--- src/rtl/dp_seq_if.sv ---
// Handshake and datapath-control bundle between the instruction sequencer and its host/datapath.
interface dp_seq_if;
    logic        start;
    logic [15:0] in;
    logic        w;
    logic        done;
    logic        err;
    logic [2:0]  readnum;
    logic [2:0]  writenum;
    logic        write;
    logic        loada;
    logic        loadb;
    logic        loadc;
    logic        loads;
    logic        asel;
    logic        bsel;
    logic [1:0]  vsel;
    logic [1:0]  alu_op;
    logic [1:0]  shift;
    logic [15:0] sximm;

    modport master (
        output start, in,
        input  w, done, err, readnum, writenum, write,
        input  loada, loadb, loadc, loads, asel, bsel, vsel, alu_op, shift, sximm
    );

    modport slave (
        input  start, in,
        output w, done, err, readnum, writenum, write,
        output loada, loadb, loadc, loads, asel, bsel, vsel, alu_op, shift, sximm
    );
endinterface

--- src/rtl/dp_seq.sv ---
// Multi-cycle instruction sequencer: latches an instruction and walks the datapath
// through read / ALU / writeback steps, emitting Moore control outputs.
module dp_seq #(
    parameter int unsigned IMM_W = 8
) (
    input  logic     clk,
    input  logic     reset,
    dp_seq_if.slave  bus
);

    localparam logic [2:0] S_WAIT   = 3'd0;
    localparam logic [2:0] S_DECODE = 3'd1;
    localparam logic [2:0] S_GET_A  = 3'd2;
    localparam logic [2:0] S_GET_B  = 3'd3;
    localparam logic [2:0] S_ALU    = 3'd4;
    localparam logic [2:0] S_WB     = 3'd5;

    localparam logic [2:0] K_MOVI = 3'd0;
    localparam logic [2:0] K_MOVR = 3'd1;
    localparam logic [2:0] K_ADD  = 3'd2;
    localparam logic [2:0] K_CMP  = 3'd3;
    localparam logic [2:0] K_AND  = 3'd4;
    localparam logic [2:0] K_MVN  = 3'd5;
    localparam logic [2:0] K_ILL  = 3'd6;

    typedef struct packed {
        logic        w;
        logic        done;
        logic        err;
        logic [2:0]  readnum;
        logic [2:0]  writenum;
        logic        write;
        logic        loada;
        logic        loadb;
        logic        loadc;
        logic        loads;
        logic        asel;
        logic        bsel;
        logic [1:0]  vsel;
        logic [1:0]  alu_op;
        logic [1:0]  shift;
        logic [15:0] sximm;
    } ctrl_t;

    localparam ctrl_t CTRL_RST = '{w: 1'b1, default: '0};

    logic [2:0]  state, state_n;
    logic [15:0] ir, ir_n;
    ctrl_t       ctrl, ctrl_n;
    logic [2:0]  cur_kind, nxt_kind;

    // Opcode/op pair to instruction class; anything outside the legal set is illegal.
    function automatic logic [2:0] kind(input logic [15:0] x);
        logic [2:0] k;
        case (x[15:11])
            5'b110_10: k = K_MOVI;
            5'b110_00: k = K_MOVR;
            5'b101_00: k = K_ADD;
            5'b101_01: k = K_CMP;
            5'b101_10: k = K_AND;
            5'b101_11: k = K_MVN;
            default:   k = K_ILL;
        endcase
        return k;
    endfunction

    assign cur_kind = kind(ir);
    assign nxt_kind = kind(ir_n);

    // Next state and instruction latch; done/err flag the first cycle back in WAIT.
    always_comb begin
        state_n = S_WAIT;
        ir_n    = ir;
        ctrl_n  = '0;
        case (state)
            S_WAIT: begin
                if (bus.start) begin
                    state_n = S_DECODE;
                    ir_n    = bus.in;
                end
            end
            S_DECODE: begin
                case (cur_kind)
                    K_MOVI:              state_n = S_WB;
                    K_MOVR, K_MVN:       state_n = S_GET_B;
                    K_ADD, K_CMP, K_AND: state_n = S_GET_A;
                    default: begin
                        state_n    = S_WAIT;
                        ctrl_n.err = 1'b1;
                    end
                endcase
            end
            S_GET_A: state_n = S_GET_B;
            S_GET_B: state_n = S_ALU;
            S_ALU: begin
                if (cur_kind == K_CMP) begin
                    state_n     = S_WAIT;
                    ctrl_n.done = 1'b1;
                end else begin
                    state_n = S_WB;
                end
            end
            S_WB: begin
                state_n     = S_WAIT;
                ctrl_n.done = 1'b1;
            end
            default: state_n = S_WAIT;
        endcase

        // Outputs are decoded from the upcoming state/ir so they can be registered
        // while still behaving as a Moore function of the state actually entered.
        ctrl_n.w      = (state_n == S_WAIT);
        ctrl_n.alu_op = ir_n[12:11];
        ctrl_n.shift  = ir_n[4:3];
        ctrl_n.sximm  = 16'($signed(ir_n[IMM_W-1:0]));
        case (state_n)
            S_GET_A: begin
                ctrl_n.readnum = ir_n[10:8];
                ctrl_n.loada   = 1'b1;
            end
            S_GET_B: begin
                ctrl_n.readnum = ir_n[2:0];
                ctrl_n.loadb   = 1'b1;
            end
            S_ALU: begin
                ctrl_n.asel = (nxt_kind == K_MOVR) || (nxt_kind == K_MVN);
                if (nxt_kind == K_CMP) ctrl_n.loads = 1'b1;
                else                   ctrl_n.loadc = 1'b1;
            end
            S_WB: begin
                ctrl_n.write = 1'b1;
                if (nxt_kind == K_MOVI) begin
                    ctrl_n.writenum = ir_n[10:8];
                    ctrl_n.vsel     = 2'b01;
                end else begin
                    ctrl_n.writenum = ir_n[7:5];
                    ctrl_n.vsel     = 2'b00;
                end
            end
            default: ;
        endcase
    end

    always_ff @(posedge clk or posedge reset) begin
        if (reset) begin
            state <= S_WAIT;
            ir    <= '0;
            ctrl  <= CTRL_RST;
        end else begin
            state <= state_n;
            ir    <= ir_n;
            ctrl  <= ctrl_n;
        end
    end

    assign bus.w        = ctrl.w;
    assign bus.done     = ctrl.done;
    assign bus.err      = ctrl.err;
    assign bus.readnum  = ctrl.readnum;
    assign bus.writenum = ctrl.writenum;
    assign bus.write    = ctrl.write;
    assign bus.loada    = ctrl.loada;
    assign bus.loadb    = ctrl.loadb;
    assign bus.loadc    = ctrl.loadc;
    assign bus.loads    = ctrl.loads;
    assign bus.asel     = ctrl.asel;
    assign bus.bsel     = ctrl.bsel;
    assign bus.vsel     = ctrl.vsel;
    assign bus.alu_op   = ctrl.alu_op;
    assign bus.shift    = ctrl.shift;
    assign bus.sximm    = ctrl.sximm;

endmodule
--- src/flat_wrapper.sv ---
// flat-port wrapper written by rule: the top's interface ports become plain ports
module dp_seq_flat 
#(
    parameter int unsigned IMM_W = 8
)
  (clk, reset, bus_start, bus_in, bus_w, bus_done, bus_err, bus_readnum, bus_writenum, bus_write, bus_loada, bus_loadb, bus_loadc, bus_loads, bus_asel, bus_bsel, bus_vsel, bus_alu_op, bus_shift, bus_sximm);
  dp_seq_if bus_i ();
  input  logic clk;
  input  logic reset;
  input wire logic [$bits(bus_i.start)-1:0] bus_start;
  input wire logic [$bits(bus_i.in)-1:0] bus_in;
  output wire logic [$bits(bus_i.w)-1:0] bus_w;
  output wire logic [$bits(bus_i.done)-1:0] bus_done;
  output wire logic [$bits(bus_i.err)-1:0] bus_err;
  output wire logic [$bits(bus_i.readnum)-1:0] bus_readnum;
  output wire logic [$bits(bus_i.writenum)-1:0] bus_writenum;
  output wire logic [$bits(bus_i.write)-1:0] bus_write;
  output wire logic [$bits(bus_i.loada)-1:0] bus_loada;
  output wire logic [$bits(bus_i.loadb)-1:0] bus_loadb;
  output wire logic [$bits(bus_i.loadc)-1:0] bus_loadc;
  output wire logic [$bits(bus_i.loads)-1:0] bus_loads;
  output wire logic [$bits(bus_i.asel)-1:0] bus_asel;
  output wire logic [$bits(bus_i.bsel)-1:0] bus_bsel;
  output wire logic [$bits(bus_i.vsel)-1:0] bus_vsel;
  output wire logic [$bits(bus_i.alu_op)-1:0] bus_alu_op;
  output wire logic [$bits(bus_i.shift)-1:0] bus_shift;
  output wire logic [$bits(bus_i.sximm)-1:0] bus_sximm;
  assign bus_i.start = bus_start;
  assign bus_i.in = bus_in;
  assign bus_w = bus_i.w;
  assign bus_done = bus_i.done;
  assign bus_err = bus_i.err;
  assign bus_readnum = bus_i.readnum;
  assign bus_writenum = bus_i.writenum;
  assign bus_write = bus_i.write;
  assign bus_loada = bus_i.loada;
  assign bus_loadb = bus_i.loadb;
  assign bus_loadc = bus_i.loadc;
  assign bus_loads = bus_i.loads;
  assign bus_asel = bus_i.asel;
  assign bus_bsel = bus_i.bsel;
  assign bus_vsel = bus_i.vsel;
  assign bus_alu_op = bus_i.alu_op;
  assign bus_shift = bus_i.shift;
  assign bus_sximm = bus_i.sximm;
  dp_seq #(.IMM_W(IMM_W)) u_core (.clk(clk), .reset(reset), .bus(bus_i));
endmodule
--- config.mk ---
export PLATFORM = sky130hd
export DESIGN_NAME = dp_seq_flat
export DESIGN_NICKNAME = d
export VERILOG_FILES = /design/src/rtl/dp_seq_if.sv /design/src/rtl/dp_seq.sv /design/src/flat_wrapper.sv
export SDC_FILE = /design/constraint.sdc
export NUM_CORES = 1
export LEC_CHECK = 0
export ABC_AREA = 1
export CORE_ASPECT_RATIO = 0.8
export CORE_UTILIZATION = 35
export DETAILED_ROUTE_END_ITERATION = 6
export PLACE_DENSITY = 0.66
export RECOVER_POWER = 100
export SETUP_SLACK_MARGIN = 0.4
export SLEW_MARGIN = 10
export SYNTH_ARGS = -nofsm -noshare
export SYNTH_HDL_FRONTEND = slang
export SYNTH_SLANG_ARGS = --single-unit
--- constraint.sdc ---
create_clock -name clk -period 1.7 [get_ports clk]
set_input_delay 0.17 -clock clk [delete_from_list [all_inputs] [get_ports clk]]
set_output_delay 0.17 -clock clk [all_outputs]
set_load 0.02 [all_outputs]
==> impl_metrics.tcl, run 1 <==
set metrics [dict create \
    die_outline_area_um2 5430 \
    cts_htree_levels 2 \
    crit_path_start_kind "flip-flop" \
    synth-seq-cells 35 \
    floorplan.initialDensity 0.377 \
    worst-path-max-fanout 3 \
    drive_above_1_share 0.273 \
    wire_length_of_the_first_global_routing_pass_um 6920 \
    first_drt_iteration_drcs 68 \
    synth-seq-area-share 0.488 \
    cts_hold_repair.buffers 0 \
    core_um2 4760 \
    netlist_area_um2 1800 \
    vias 1500 \
    drt-wirelength-per-cell_um 13.2 \
    synth-main-ff-cell "dfrtp_1" \
    arrival_ns 1.75 \
    number_of_buffers_inserted_during_clock_tree_synthesis 5 \
    post-dp-hpwl_um 2950 \
    hold_class "primary input to flip-flop" \
    finClkSkew_ns 0.00740 \
    cp_data_required_time_ns 1.92 \
    grt-ovfl-total 0 \
    path_clk_slew_ns 0.07 \
    placement.cell_area_um2 2320 \
    critical_path_startpoint "u_core.state[0]" \
    switching_share 0.448 \
    final.setup.tns_ns 0 \
    place_inst 304 \
    run_status "finished, final reports clean" \
    max_freq_ghz 0.653 \
    power.share.clock 0.162 \
    ff2ff_path_depth 7 \
    max-cap-violations 0 \
    drt.antenna.violating_nets 0 \
    synth.top_cells.by_area "dfrtp_1 47%, nand2_1 13%, buf_4 9.6%, nand3_1 4.2%, nand2_4 3.8%" \
    final_util 0.544 \
    final_nets 285 \
    ys_async_sr_fraction 1.00 \
    finish.instance_area_um2 2590 \
    sequentialPowerShare 0.281 \
    clockBufferDepth 2 \
    number_of_antenna_violations_at_the_first_check_in_global_routing 0 \
    ys_warn_count 0 \
    rsz0062_at_grt "true" \
    post-synth-top-area-fraction 0.474 \
    insertedDiodeCount 0 \
    layout-area-overhead-vs-synth_pct 44.1 \
    p_comb_frac 0.557 \
    fp.dieW_um 82.1 \
    synthesis.instances 205 \
    clock_tree_from_tritoncts "done" \
    worst_r2r_startpoint "u_core.state[0]" \
    timing.hold.worst.start "bus_in[3]" \
    tritoncts_num_sinks 35 \
    synth.distinct_cells 22 \
    worstSkewPairLatency_ns 0.29 \
    powerDensity_nw_per_um2 1830 \
    p_sw_uw 2120 \
    gp_congestion 0.855 \
    placement.io_buffers 54 \
    timing.reg2reg.setup_slack_ns 0.17 \
    power.leakage_uw 0.00139 \
    total_length_of_routed_wires_um 4310 \
    grt_util_all_layers 0.175 \
    yosysTopAreaCell "dfrtp_1" \
    ioPinCount 57 \
    placement_rows 22 \
    timing.max_slew.rel_slack 0.437 \
    synth_common_cells "62 x nand2_1, 34 x dfrtp_1, 23 x buf_4, 17 x inv_1, 15 x nand3_1" \
    first_global_vias 1488 \
    worst_ir_drop_vdd_mv 0.965 \
    critPathKind "flip-flop to flip-flop" \
    hold_violations 0 \
    critPathCapture "u_core.bus.w" \
    worstMarginPinSlew_ns 0.844 \
    route.detailed.vias_per_inst 4.59 \
    most_common_cell_in_the_synthesized_netlist "nand2_1" \
    final-setup-viol-count 0 \
    clock-root-buffer "clkbuf_8" \
    detail_route.drc_violations 0 \
    drt_pre_antenna_iters 4 \
    p_int_uw 2610 \
    timing.final.max_slew_violations 0 \
    finish.cell_count_without_fillers 327 \
    end_kind "flip-flop" \
    synth-edff-count 0 \
    die-height_um 66.1 \
    worst_reg2reg_endpoint "u_core.bus.w" \
    min_period_over_period 0.900 \
    synth.avg_cell_area_um2 8.76 \
    grt_start_max_net_pins 36 \
    final_critical_path_time_including_i_o_delays_and_setup_ns 1.53 \
]
==> worst max-delay path, stage by stage, from the launching register on <==
cell	delay, ns
dfrtp_1	0.41
clkbuf_1	0.20
nand3_4	0.11
inv_1	0.08
nand4_1	0.20
nand3_1	0.21
clkbuf_1	0.18
nor3_2	0.07
==> layer usage <==
layer  global-route usage  share of wire
met3               0.0497          0.056
met1                0.224           0.46
met2                0.275           0.47
met5                    0              0
met4               0.0746          0.015
==> power groups by stage <==
stage | combinational (uW) | clock, uW | sequential [uW]
after floorplan | 1740 | 0 | 1370
after global placement | 2360 | 0 | 1340
after detailed placement | 2400 | 0 | 1350
after CTS | 2620 | 784 | 1340
after global routing | 2880 | 816 | 1380
final | 2640 | 767 | 1330
==> cells in the final DEF, fill, tap and decap left out, drive strengths merged <==
| cell type | n |
|---|---|
| conb | 2 |
| dfstp | 1 |
| a21oi | 5 |
| nand3 | 16 |
| nor2 | 14 |
| nand2 | 74 |
| inv | 19 |
| nand3b | 2 |
| dlygate4sd2 | 33 |
| a311oi | 1 |
| bufinv | 1 |
| dfrtp | 34 |
| buf | 21 |
| nand4 | 8 |
| a211oi | 1 |
| clkdlybuf4s50 | 17 |
| nor3 | 4 |
| clkinv | 1 |
| clkbuf | 12 |
| dlygate4sd3 | 1 |
==> worst min path at each step <==
stage,to,cells after the start
6_report,u_core.ir[3],3
5_1_grt,u_core.ir[3],3
2_1_floorplan,u_core.ir[3],2
3_3_place_gp,u_core.ir[13],2
4_1_cts,u_core.ir[4],3
3_5_place_dp,u_core.ir[13],2
==> repair_timing <==
item	4_1_cts	5_1_grt
buffers inserted	12	3
pin swaps	14	4
endpoints found under the setup margin	58	27
resized for setup	73	11
==> flip-flops by register name, indices dropped and copies added (netlist names) <==
signal and cells:
u_core.ir 14, u_core.bus.readnum 3, u_core.bus.writenum 3, u_core.state 3, u_core.bus.alu_op 1, u_core.bus.asel 1
u_core.bus.done 1, u_core.bus.err 1, u_core.bus.loada 1, u_core.bus.loadb 1, u_core.bus.loadc 1, u_core.bus.loads 1
u_core.bus.sximm 1, u_core.bus.vsel 1, u_core.bus.w 1, u_core.bus.write 1
==> cell type report <==
cell class,count,area [um2]
Timing Repair Buffer,78,679
Sequential cell,35,881
Clock buffer,6,82.6
Clock inverter,2,35.0
Tap cell,60,75.1
Multi-Input combinational cell,127,759
Fill cell,446,2170
Inverter,19,76.3
==> stage by stage <==
step / hold WS, ns / setup WS (ns) / total power, uW
CTS: 0.234 / 0.212 / 4740
global route: 0.428 / 0.0614 / 5070
floorplan: 0.280 / 0.342 / 3110
detailed placement: 0.491 / -0.0425 / 3760
finish: 0.418 / 0.170 / 4730
global placement: 0.482 / 0.0165 / 3710
==> cells by family after synthesis <==
kind of cell / share of synthesized area
simple gates: 0.338
buf+inv: 0.148
other cells: 0.00209
flops: 0.488
compound gates: 0.0230
No activity file was read; power rests on OpenSTA's default activity.
==> run 2, diff against run 1 <==
- SLEW_MARGIN: 10 -> 20
==> results of run 2 <==
The final DEF is identical to that of run 1; final timing and power are the same.
==> edit 1: new RTL, flow settings as in run 1 <==
Reset style: synchronous (`reset`), changed in one clocked block.
--- a/src/rtl/dp_seq.sv
+++ b/src/rtl/dp_seq.sv
@@ -142,5 +142,5 @@
     end
 
-    always_ff @(posedge clk or posedge reset) begin
+    always_ff @(posedge clk) begin
         if (reset) begin
             state <= S_WAIT;
Behaviour: differs if reset is asserted again (counterexample within 4 cycles, from zero or initial values and one cycle with reset high); with reset held inactive, the same outputs for 10 cycles.
==> edit 1 against run 1 <==
Routed wire length rose by 7.4%; sequential cell count stayed put; non-clock buffer count rose by 3; final cell count rose by 10%; worst setup slack got worse by 6.7 ps; synthesized area down 5.1%; die area decreased by 4.9%; design area up 3.6%; critical path type unchanged.
Power is not compared: it rests on default switching activity, and its combinational part moved more than twofold at a synthesized area within 25%.
==> edit 1: results (changes against run 1) <==
stage	metric	value	unit	change
outcome	status	finished, final reports clean		
hold_path	hp-class	in -> reg		
grt	grt_usage	18.8	%	+1.3 points
synth	yosysSeqAreaShare	41.1	%	-7.7 points
grt	grt_pass1_vias	1495		+0.47%
grt	grt_max_degree	16		-56%
detailed_routing	vias_per_cell	4.60		+0.24%
final_layout	drive_gt1_share	31.9	%	+4.6 points
worst_setup_path	arrival	1750	ps	about the same
grt	antenna_found_initial	0		unchanged
final_layout	top_register	u_core.ir		
placed_design	globalplace.congestion	0.803		-6.1%
detailed_routing	route.vias.total	1660		+11%
hold_path	whs_path_depth	3		unchanged
placed_design	io_buffers	54		unchanged
detailed_routing	drtIter0Drc	102		+50%
pwr	ir_worst_vdd	515	uV	
pwr	p_sw	0.593	mW	
final_layout	largest_register_ffs	8		-6
timing	fin_skew	5.37	ps	-2.03 ps
pwr	seq_power	0.883	mW	
worst_setup_path	rr_worst_depth	9		+2
synth	ys_types	27		+23%
pwr	p_leak	1.32	nW	
synth	synthTopCellsByCount	nand2_1 (57), dfxtp_1 (35), nor2_1 (28), inv_1 (24), buf_4 (23)		
final_layout	fill_cells	440		-1.3%
clock_network	cts_inserted_buffers	5		unchanged
clock_network	cts.htree.levels	2		unchanged
final_layout	layout.nets	319		+12%
placed_design	hpwl	2880	microns	-2.5%
placed_design	place_inst	331		+8.9%
synth	synth_area_leaders	dfxtp_1 (41%), nand2_1 (13%), buf_4 (10%)		
synth	synthArstFlopShare	0	%	-100 points
detailed_routing	detail_route.wl_per_cell	12.8	microns	-2.7%
pwr	clockPowerShare	32.6	%	
clock_network	clock_latency	280	ps	
detailed_routing	dr.pass1.iters	4		unchanged
grt	grt_pass1_wl	7220	microns	+4.4%
clock_network	path_clk_slew	70	ps	about the same
worst_setup_path	worstPathMaxFanout	5		+2
synth	yosys_warnings	0		unchanged
final_layout	num_antenna_cells	0		unchanged
synth	avgSynthCellArea	7.20	sq um	-18%
pwr	internal_power	1.43	mW	
clock_network	clk_path_buf_depth	2		unchanged
clock_network	clockRootBuffer	clkbuf_8		
clock_network	cts_hold_buf	0		unchanged
## edit 1: area by class of cell
cell class / count / area share (%)
clock buffers: 8 / 3.73
well taps: 60 / 2.80
flip-flops and latches: 35 / 26.7
repair buffers: 81 / 27.1
inverters: 25 / 3.78
multi-input cells: 152 / 35.8
## edit 1: final timing paths
check             slack, ps                                 to                      startpoint
setup / recovery        160  u_core.bus.writenum[2]$_SDFF_PP0_      u_core.state[1]$_SDFF_PP0_
setup reg to reg        160  u_core.bus.writenum[2]$_SDFF_PP0_      u_core.state[1]$_SDFF_PP0_
hold / removal          470     u_core.bus.sximm[1]$_SDFF_PP0_                       bus_in[1]
hold reg to reg         480     u_core.bus.sximm[1]$_SDFF_PP0_  u_core.bus.sximm[1]$_SDFF_PP0_
## edit 1: per-layer routing
layer  GRT usage [%]  part of all wire, %
met5               0                    0
met4            6.03                 0.58
met3            4.23                  4.8
met2            29.5                   47
met1            25.5                   47
## edit 1: timing repair
item,4_1_cts,5_1_grt
pin swaps,24,13
setup buffers,13,6
gates resized for setup,107,28
endpoints found under the setup margin,55,32
cloned,3,0
## edit 1: cells by family after synthesis
family          Yosys count  synth area share, %
buf+inv                  53                 17.7
compound gates           25                 8.80
simple gates            123                 32.2
other cells               1                0.220
flops                    35                 41.1
## edit 1: stage by stage
stage	setup slack [ps]	cell area (sq um)
6_report	163	2680
5_1_grt	76.7	2680
4_1_cts	255	2610
3_5_place_dp	-72.4	2190
3_3_place_gp	-54.0	2190
2_1_floorplan	405	1730
## edit 1: worst max-delay path, stage by stage (launching register included)
cell	delay (ps)
dfxtp_1	350
nor2_4	220
buf_4	150
buf_4	100
nand3_4	100
nand3_2	100
nand2_1	50
inv_1	160
nand2_4	100
a21oi_1	130
==> edit 2: new RTL, flow settings as in run 1 <==
Made on the original files. `IMM_W` is set to 8 in 2 places; all go to 12.
--- a/src/rtl/dp_seq.sv
+++ b/src/rtl/dp_seq.sv
@@ -2,5 +2,5 @@
 // through read / ALU / writeback steps, emitting Moore control outputs.
 module dp_seq #(
-    parameter int unsigned IMM_W = 8
+    parameter int unsigned IMM_W = 12
 ) (
     input  logic     clk,
--- a/src/flat_wrapper.sv
+++ b/src/flat_wrapper.sv
@@ -2,5 +2,5 @@
 module dp_seq_flat 
 #(
-    parameter int unsigned IMM_W = 8
+    parameter int unsigned IMM_W = 12
 )
   (clk, reset, bus_start, bus_in, bus_w, bus_done, bus_err, bus_readnum, bus_writenum, bus_write, bus_loada, bus_loadb, bus_loadc, bus_loads, bus_asel, bus_bsel, bus_vsel, bus_alu_op, bus_shift, bus_sximm);
Behaviour: not the same (a bounded check fails within 4 cycles, from zero or initial values and one cycle with reset high).
==> edit 2 against run 1 <==
Synthesized cell count decreased by 1.5%; power decreased by 1.2%; synthesized area increased by 0.14%; global-route usage decreased by 1.2 points; worst setup slack improved by 0.76 ps; design area decreased by 0.39%; worst hold slack improved by 6.8 ps; routed wire length decreased by 4.4%; sequential cell count unchanged; critical path depth increased by 1; final cell count decreased by 1.8%; maximum frequency about the same; count of clock-buffer cells in the layout increased by 2; largest cell class unchanged; largest power group unchanged.
==> edit 2: results (changes against run 1) <==
stage	metric	value	unit	change
pwr	p_leak	1.35	nW	-2.7%
detailed_routing	drt_wl_total	4120	microns	-4.4%
clock_network	clock_latency	280	ps	
final_layout	drive_gt1_share	28.4	%	+1.0 points
grt	grt_use_met3	4.55	%	-0.41 points
timing	post-route-period-util	90.0	%	about the same
worst_setup_path	max_stage_delay	440	ps	+30 ps
final_layout	top_register	u_core.ir		
synth	yosysSeqAreaShare	48.7	%	-0.068 points
synth	synthTopCellsByCount	nand2_1 (63), dfrtp_1 (34), buf_4 (23), nand3_1 (16), inv_1 (15)		
synth	avgSynthCellArea	8.91	sq um	+1.6%
timing	fin_skew	3.19	ps	-4.21 ps
worst_setup_path	worstSetupStartpoint	u_core.state[1]$_DFF_PP0_		
grt	gr-usage-met1	23.1	%	+0.71 points
pwr	ir_worst_vdd	695	uV	-28%
placed_design	place_inst	299		-1.6%
detailed_routing	drtIter0Drc	76		+12%
pwr	clockPowerShare	13.9	%	-2.3 points
pwr	pwr.group.clock	0.652	mW	-15%
grt	met2_usage	23.9	%	-3.6 points
timing	tightest_slew	850	ps	+5.55 ps
placed_design	pre_cts_ws	-50.5	ps	-8.00 ps
placed_design	placed_area	0.00229	sq mm	-1.5%
grt	grt_pass1_vias	1356		-8.9%
worst_setup_path	endpoint	u_core.bus.writenum[0]$_DFF_PP0_		
worst_setup_path	rr_worst_depth	8		+1
placed_design	hpwl	2760	microns	-6.6%
placed_design	globalplace.congestion	0.823		-3.7%
synth	synth_area_leaders	dfrtp_1 (47%), nand2_1 (13%), buf_4 (9.6%)		
outcome	status	finished, final reports clean		
synth	synthArstFlopShare	100	%	unchanged
pwr	power_switching_share	44.8	%	about the same
-- edit 2: cell types whose count changed in the layout (fill, tap and decap cells not counted), moves of 2 or more --
cell,before,now
inv_1,12,10
dlygate4sd2_1,33,29
nor3_2,2,0
buf_4,16,9
nand2_2,5,8
nand3_2,2,5
nor2_2,0,2
inv_2,5,7
nand4_1,7,3
clkdlybuf4s25_1,0,6
nand2_4,10,8
clkbuf_4,0,2
nand3_1,12,10
-- edit 2: logic make-up (layout without fill, tap and decap cells) --
kind of cell / after synthesis / count (layout) / synth area share [%]
buf+inv: 43 / 101 / 14.8
other cells: 1 / 2 / 0.208
flops: 35 / 35 / 48.7
compound gates: 7 / 7 / 2.50
simple gates: 116 / 116 / 33.7
-- edit 2: routing by layer --
layer | vias to the layer above | routed length [microns] | share of wire [%]
li1 | 729 | - | -
met1 | 680 | 1880 | 46
met2 | 48 | 1970 | 48
met3 | 6 | 235 | 5.7
met4 | 0 | 36 | 0.87
met5 | - | 0 | 0
-- edit 2: worst register-to-register path: cells and delay by family, from the launching register on --
family,cells,cell delay (ps)
simple gates,5,610
flops,1,440
buf+inv,2,240
compound gates,1,160
-- edit 2: cell type report --
type                       instances  area, sq um  area share [%]
sequential                        35          881            34.2
timing repair buffer              75          689            26.7
multi-input combinational        125          763            29.6
clock buffer                       8          100            3.88
tap                               60         75.1            2.91
inverter                          18         70.1            2.72
-- edit 2: what timing repair did --
| action | 4_1_cts | 5_1_grt |
|---|---|---|
| pin swaps | 9 | 8 |
| gates resized for setup | 61 | 26 |
| buffers inserted | 9 | 5 |
| setup endpoints to repair | 61 | 27 |
